File: src/rtl/control_sequencer.sv
// Micro-coded control sequencer for the 8-bit CPU: steps T0..T4 through fetch/execute
// and decodes opcode and flags into bus drive, bus load and PC/ALU strobes.
module control_sequencer #(
  parameter int OP_W   = 4,
  parameter int STEP_W = 3
) (
  input  logic              clock,
  input  logic              reset,
  input  logic [OP_W-1:0]   opcode,
  input  logic              flagC,
  input  logic              flagZ,
  output logic              CO,
  output logic              IO,
  output logic              AO,
  output logic              SO,
  output logic              RO,
  output logic              MI,
  output logic              RI,
  output logic              II,
  output logic              AI,
  output logic              BI,
  output logic              OI,
  output logic              CE,
  output logic              J,
  output logic              SU,
  output logic              HLT,
  output logic [STEP_W-1:0] tstate
);

  typedef enum logic [STEP_W-1:0] {
    T0 = STEP_W'(0),
    T1 = STEP_W'(1),
    T2 = STEP_W'(2),
    T3 = STEP_W'(3),
    T4 = STEP_W'(4)
  } step_t;

  localparam logic [OP_W-1:0] OP_LDA = OP_W'(4'h1);
  localparam logic [OP_W-1:0] OP_ADD = OP_W'(4'h2);
  localparam logic [OP_W-1:0] OP_SUB = OP_W'(4'h3);
  localparam logic [OP_W-1:0] OP_STA = OP_W'(4'h4);
  localparam logic [OP_W-1:0] OP_LDI = OP_W'(4'h5);
  localparam logic [OP_W-1:0] OP_JMP = OP_W'(4'h6);
  localparam logic [OP_W-1:0] OP_JC  = OP_W'(4'h7);
  localparam logic [OP_W-1:0] OP_JZ  = OP_W'(4'h8);
  localparam logic [OP_W-1:0] OP_OUT = OP_W'(4'hE);
  localparam logic [OP_W-1:0] OP_HLT = OP_W'(4'hF);

  step_t step, step_nxt;
  logic  halted, halted_nxt;

  always_ff @(posedge clock) begin
    if (reset) begin
      step   <= T0;
      halted <= 1'b0;
    end else begin
      step   <= step_nxt;
      halted <= halted_nxt;
    end
  end

  always_comb begin
    {CO, IO, AO, SO, RO, MI, RI, II, AI, BI, OI, CE, J, SU, HLT} = '0;
    step_nxt   = step;
    halted_nxt = halted;

    if (halted) begin
      HLT = 1'b1;
    end else begin
      case (step)
        T0: begin
          CO = 1'b1; MI = 1'b1;
          step_nxt = T1;
        end
        T1: begin
          RO = 1'b1; II = 1'b1; CE = 1'b1;
          step_nxt = T2;
        end
        T2: begin
          // Only the two- and three-step execute opcodes continue past T2.
          step_nxt = T0;
          case (opcode)
            OP_LDA, OP_STA: begin IO = 1'b1; MI = 1'b1; step_nxt = T3; end
            OP_ADD, OP_SUB: begin IO = 1'b1; MI = 1'b1; step_nxt = T3; end
            OP_LDI: begin IO = 1'b1; AI = 1'b1; end
            OP_JMP: begin IO = 1'b1; J = 1'b1; end
            OP_JC:  begin IO = 1'b1; J = flagC; end
            OP_JZ:  begin IO = 1'b1; J = flagZ; end
            OP_OUT: begin AO = 1'b1; OI = 1'b1; end
            OP_HLT: begin HLT = 1'b1; halted_nxt = 1'b1; step_nxt = T2; end
            default: ;
          endcase
        end
        T3: begin
          step_nxt = T0;
          case (opcode)
            OP_LDA: begin RO = 1'b1; AI = 1'b1; end
            OP_STA: begin AO = 1'b1; RI = 1'b1; end
            OP_ADD, OP_SUB: begin RO = 1'b1; BI = 1'b1; step_nxt = T4; end
            default: ;
          endcase
        end
        T4: begin
          step_nxt = T0;
          if (opcode == OP_ADD || opcode == OP_SUB) begin
            SO = 1'b1; AI = 1'b1;
            SU = (opcode == OP_SUB);
          end
        end
        default: step_nxt = T0;
      endcase
    end

    // Reset silences every strobe in the same cycle, including while halted.
    if (reset) begin
      {CO, IO, AO, SO, RO, MI, RI, II, AI, BI, OI, CE, J, SU, HLT} = '0;
    end
  end

  assign tstate = reset ? '0 : step;

endmodule

File: config.mk
export PLATFORM = sky130hd
export DESIGN_NAME = control_sequencer
export DESIGN_NICKNAME = d
export VERILOG_FILES = /design/src/rtl/control_sequencer.sv
export SDC_FILE = /design/constraint.sdc
export NUM_CORES = 1
export LEC_CHECK = 0
export CORE_AREA = 2 2 39 41
export CTS_CLUSTER_DIAMETER = 40
export DETAILED_ROUTE_END_ITERATION = 8
export DIE_AREA = 0 0 41 43
export DONT_BUFFER_PORTS = 1
export SLEW_MARGIN = 20
export SYNTH_ARGS = -nofsm -noshare
export SYNTH_HDL_FRONTEND = slang
export SYNTH_SLANG_ARGS = --single-unit
File: constraint.sdc
create_clock -name clock -period 1.9 [get_ports clock]
set_clock_uncertainty 0.1 [all_clocks]
set_input_delay 0.19 -clock clock [delete_from_list [all_inputs] [get_ports clock]]
set_output_delay 0.19 -clock clock [all_outputs]
set_load 0.02 [all_outputs]
==> results.json, run 1 <==
{
  "die-area_mm2": 0.00176,
  "synth-seq-area-share": 0.172,
  "initial_core_util": 0.336,
  "insertion_delay_ps": 230,
  "timing.final.crit_share": 0.959,
  "antenna_found_initial": 0,
  "port_buffers": 0,
  "ir_drop_v": 0.000266,
  "worstPathRequired_ps": 1610,
  "num_rows": 14,
  "htreeDepth": 1,
  "hpwl_um": 904,
  "diodes": 0,
  "fin_crit_ps": 1820,
  "slew_headroom": 0.702,
  "cts.clk_slew.worst_paths_ps": 40,
  "grt_pass1_vias": 439,
  "p_per_area_mw_per_mm2": 720,
  "wl_mm": 1.22,
  "firstDrtPassIters": 4,
  "ant_nets": 0,
  "viasPerCell": 5.81,
  "nFillCells": 152,
  "dp_worst_setup_slack_ps": 251,
  "grt_overflow": 0,
  "grt_pass1_wl_mm": 1.81,
  "die_x_um": 41,
  "setup_ws_ps": 78.3,
  "outcome": "finished, final reports clean",
  "syn-cell-area_um2": 465,
  "die_height_um": 43,
  "final_layout_size_suffix_gt1_frac": 0.286,
  "hold_viol_final": 0,
  "syn_inst": 70,
  "post_drt_wl_per_cell_um": 13.1,
  "clock-root-buffer": "clkbuf_4",
  "cts_num_sinks": 4,
  "synth.avg_cell_area_um2": 6.65,
  "yosys_warnings": 0,
  "synth_seq_cells": 4,
  "cap_violations": 0,
  "dr.first_iter.drc_count": 15,
  "worst_slew_pin_slew_ps": 448,
  "slew_violations": 0,
  "final-setup-viol-count": 0,
  "fmax_mhz": 549,
  "hold_path.class": "primary input to flop",
  "grt_max_degree": 13,
  "post_synth_num_cell_types": 26,
  "num_io_pins": 26,
  "vias": 540,
  "drc": 0,
  "syn_nets": 78,
  "clock_path_buffers": 2,
  "arrival_ps": 1530,
  "place_congestion": 0.831,
  "p_leak_nw": 0.203,
  "coreArea_mm2": 0.00138,
  "worstSetupPathType": "flop to output port",
  "rsz0062_at_grt": "true",
  "area_growth_pct": 22.6,
  "rrSetupSlack_ps": 530,
  "cp-start-kind": "flop",
  "worst-path-max-fanout": 9,
  "critPathCaptureType": "output port",
  "cts_tree": "yes",
  "grtUsageTotal": 0.148,
  "hold_ws_ps": 62.8,
  "cts_buffers": 3,
  "nets": 87
}
-- kinds of logic after synthesis --
kind of cell | count (synthesis) | synth area share
AND/OR/NAND/NOR | 40 | 0.481
AO/OA/AOI/OAI | 15 | 0.207
buffers and inverters | 9 | 0.102
flip-flops | 4 | 0.172
XOR/XNOR | 2 | 0.0376
-- cell type report --
class / instances / area (um^2) / area share
multi-input combinational: 57 / 350 / 0.614
timing repair buffer: 12 / 92.6 / 0.162
sequential: 4 / 81.3 / 0.143
clock buffer: 3 / 22.5 / 0.0395
tap: 16 / 20.0 / 0.0351
inverter: 1 / 3.75 / 0.00658
-- cells in the final DEF (no fill, tap or decap), drive strengths merged, types with 3 or more instances in the layout --
cell,count
nor2,10
o21ai,3
nor3,4
buf,11
nand2b,3
nand2,5
dfxtp,4
clkbuf,3
nand4,5
nor2b,5
a21oi,8
-- flip-flops by register name, summed over array words and instances (netlist names) --
name    count
step        3
halted      1
-- per-layer routing --
metal  part of all wire  global-route usage  routed length [um]  vias up
li1                   -                   -                   -      266
met3               0.10              0.0733                 124        0
met2               0.46               0.200                 564       28
met4                  0              0.0467                   0        0
met1               0.43               0.202                 527      246
met5                  0                   0                   0        -
-- stage by stage --
step                power [mW]  TNS [ps]  cell area (um^2)   util  cells
finish                   0.411         0               571  0.412     93
global route             0.450     -74.3               571  0.412     93
CTS                      0.402         0               551  0.398     92
detailed placement       0.291         0               517  0.373     88
global placement         0.289         0               517  0.373     88
floorplan                0.275         0               465      -     70
-- path summary, 6_finish.rpt --
kind | startpoint | to | depth (start not counted)
setup / recovery | step[2] | AI | 4
hold / removal | reset | step[0] | 2
setup reg to reg | step[0] | step[0] | 3
hold reg to reg | halted | step[2] | 2
-- critical path: stages, from the launching register on --
cell	delay, ps
dfxtp_1	390
nor2b_2	220
nand4_1	140
a2111oi_2	360
buf_4	190
-- repair_timing --
action / CTS / global route
endpoints found under the hold margin: 2 / 0
gates resized for setup: 1 / 4
setup buffers: 0 / 1
endpoints found under the setup margin: 1 / 5
hold buffers: 1 / 0
-- synth_stat cells --
cell	instances	area [um^2]
buf_2	2	10.0
nor2b_1	5	31.3
nor2_1	10	37.5
or3b_1	1	8.76
or4_4	1	11.3
buf_4	1	7.51
o22a_1	2	17.5
nor4b_1	1	8.76
nor3b_2	1	12.5
o32ai_1	1	8.76
a21oi_1	8	40.0
or3_1	1	6.26
nand4b_1	1	8.76
nand4_1	5	31.3
nand2_1	5	18.8
o21ai_0	3	15.0
buf_1	1	3.75
xor2_1	2	17.5
inv_1	1	3.75
nand2b_1	3	18.8
nor3_1	4	20.0
dfxtp_1	4	80.1
nand3_1	2	10.0
clkbuf_1	3	11.3
buf_6	1	11.3
a2111oi_2	1	15.0
-- power by group --
group	switching [mW]	internal (mW)
registers	0.0210	0.0978
clock network	0.0314	0.0704
logic	0.110	0.0797
total	0.163	0.248
Note: power is estimated with default switching activity, not from simulation.
==> run 2: changes to the inputs <==
==> constraint.sdc (replaced) <==
create_clock -name clock -period 1.68 [get_ports clock]
set_clock_uncertainty 0.1 [all_clocks]
set_input_delay 0.168 -clock clock [delete_from_list [all_inputs] [get_ports clock]]
set_output_delay 0.168 -clock clock [all_outputs]
set_load 0.02 [all_outputs]
==> results.json, run 2 (same netlist as run 1, synthesis figures left out) <==
{
  "outcome": "complete, but fails checks",
  "violations": "setup timing",
  "worstSetupPathType": "flop to output port",
  "port_buffers": 0,
  "largest_reg_flops": 3,
  "initial_core_util": 0.336,
  "dp_worst_setup_slack_ps": 60.0,
  "cts.clk_slew.worst_paths_ps": 30,
  "diodes": 0,
  "viasPerCell": 5.44,
  "slew_headroom": 0.733,
  "cp_num_buf_inv": 1,
  "min_to": "halted",
  "hold_depth": 2,
  "clock_path_buffers": 2,
  "path_cells": "or4_4 -> a21oi_2 -> buf_4",
  "tns_ps": -14.2,
  "p_seq_frac": 0.256,
  "insertion_delay_ps": 230,
  "regArea_um2": 92.6,
  "grtUsageTotal": 0.165,
  "worst-path-max-fanout": 7,
  "fin_crit_ps": 1690,
  "critPathCaptureType": "output port",
  "fmax_mhz": 592,
  "grt_pass1_vias": 454,
  "cap_violations": 0,
  "p_leak_nw": 0.249,
  "clock-root-buffer": "clkbuf_4",
  "cts_tree": "yes",
  "dr.first_iter.drc_count": 5,
  "wl_mm": 1.35,
  "cts_buffers": 3,
  "die_height_um": 43,
  "hold_path.class": "primary input to flop",
  "drc": 0,
  "hold_viol_final": 0,
  "multi_input_area_um2": 405,
  "firstDrtPassIters": 4,
  "final-setup-viol-count": 2,
  "rrSetupSlack_ps": 160,
  "cp_top_family": "simple AND/OR/NAND/NOR gates",
  "die_x_um": 41,
  "timing.final.crit_share": 1.00,
  "coreArea_mm2": 0.00138,
  "slew_violations": 0,
  "largestRegisters": "step x3, halted x1",
  "comb_power_share": 0.534,
  "post_drt_wl_per_cell_um": 13.5,
  "hpwl_um": 865,
  "nets": 94,
  "p_per_area_mw_per_mm2": 799,
  "final_cell_mix": "17 x buf_4, 7 x nor2_1, 6 x a21oi_1, 5 x nand4_1, 5 x nand2_1",
  "num_rows": 14,
  "cts_num_sinks": 4,
  "r2r_cells": 4,
  "pwr-share-clk": 0.210,
  "final_common_cell": "buf_4",
  "r2r-start": "halted",
  "min_from": "reset",
  "cp-start-kind": "flop",
  "critPathSlowestCell": "or4_4",
  "final_layout_size_suffix_gt1_frac": 0.440,
  "largest-register": "step",
  "swShare": 0.393,
  "area_growth_pct": 48.9,
  "grt_pass1_wl_mm": 2.01,
  "worst_slew_pin_slew_ps": 399,
  "arrival_ps": 1420,
  "die-area_mm2": 0.00176,
  "grt_max_degree": 13,
  "nFillCells": 145,
  "antenna_found_initial": 0,
  "rsz0062_at_grt": "true",
  "place_congestion": 0.856,
  "htreeDepth": 1,
  "grt_overflow": 0,
  "finalPower_mw": 0.554,
  "slowest_delay_ps": 560,
  "worstPathRequired_ps": 1410,
  "r2r_end": "step[0]",
  "p_sw_mw": 0.218,
  "num_io_pins": 26,
  "ir_drop_v": 0.000572,
  "vias": 544,
  "ant_nets": 0,
  "setup_ws_ps": -8.21,
  "internal-power_mw": 0.336
}
-- run 2: cell types whose count changed in the layout (fill, tap and decap cells not counted), moves of 2 or more --
| cell | delta |
|---|---|
| dfxtp_4 | +3 |
| a21oi_1 | -2 |
| nor2_4 | +2 |
| buf_4 | +6 |
| dfxtp_1 | -3 |
| a21oi_2 | +2 |
-- run 2: worst max-delay path by stage --
stage,cells after the start,start,end
floorplan,5,halted,II
global placement,4,step[0],AI
detailed placement,4,step[0],AI
CTS,4,step[1],AI
global route,4,step[1],AI
finish,3,halted,MI
-- run 2: timing repair --
item | CTS | global route
pin swaps | 4 | 2
setup endpoints to repair | 6 | 6
endpoints found under the hold margin | 2 | 0
buffers inserted | 2 | 1
resized for setup | 13 | 7
hold buffers | 1 | 0
-- run 2: through the flow --
step,cells,hold slack [ps],cell area (um^2),util
2_1_floorplan,70,295,484,-
3_3_place_gp,93,141,573,0.414
3_5_place_dp,93,143,573,0.414
4_1_cts,99,51.4,659,0.476
5_1_grt,100,35.8,693,0.501
6_report,100,50.1,693,0.501
-- run 2: cell type report --
class,instances,area share
inverter,1,0.00542
clock buffer,3,0.0325
timing repair buffer,19,0.215
multi-input combinational,57,0.585
tap,16,0.0289
sequential,4,0.134
-- run 2: power groups by stage --
stage	logic (mW)	clock network (mW)	registers, mW
global route	0.318	0.130	0.144
global placement	0.220	0	0.133
floorplan	0.198	0	0.118
CTS	0.266	0.121	0.141
finish	0.296	0.116	0.142
detailed placement	0.223	0	0.133
-- run 2: layer usage --
layer  global-route usage  part of all wire  vias to the layer above
met4               0.0600                 0                        0
met5                    0                 0                        -
li1                     -                 -                      283
met1                0.218              0.43                      247
met2                0.247              0.52                       14
met3               0.0471             0.050                        0
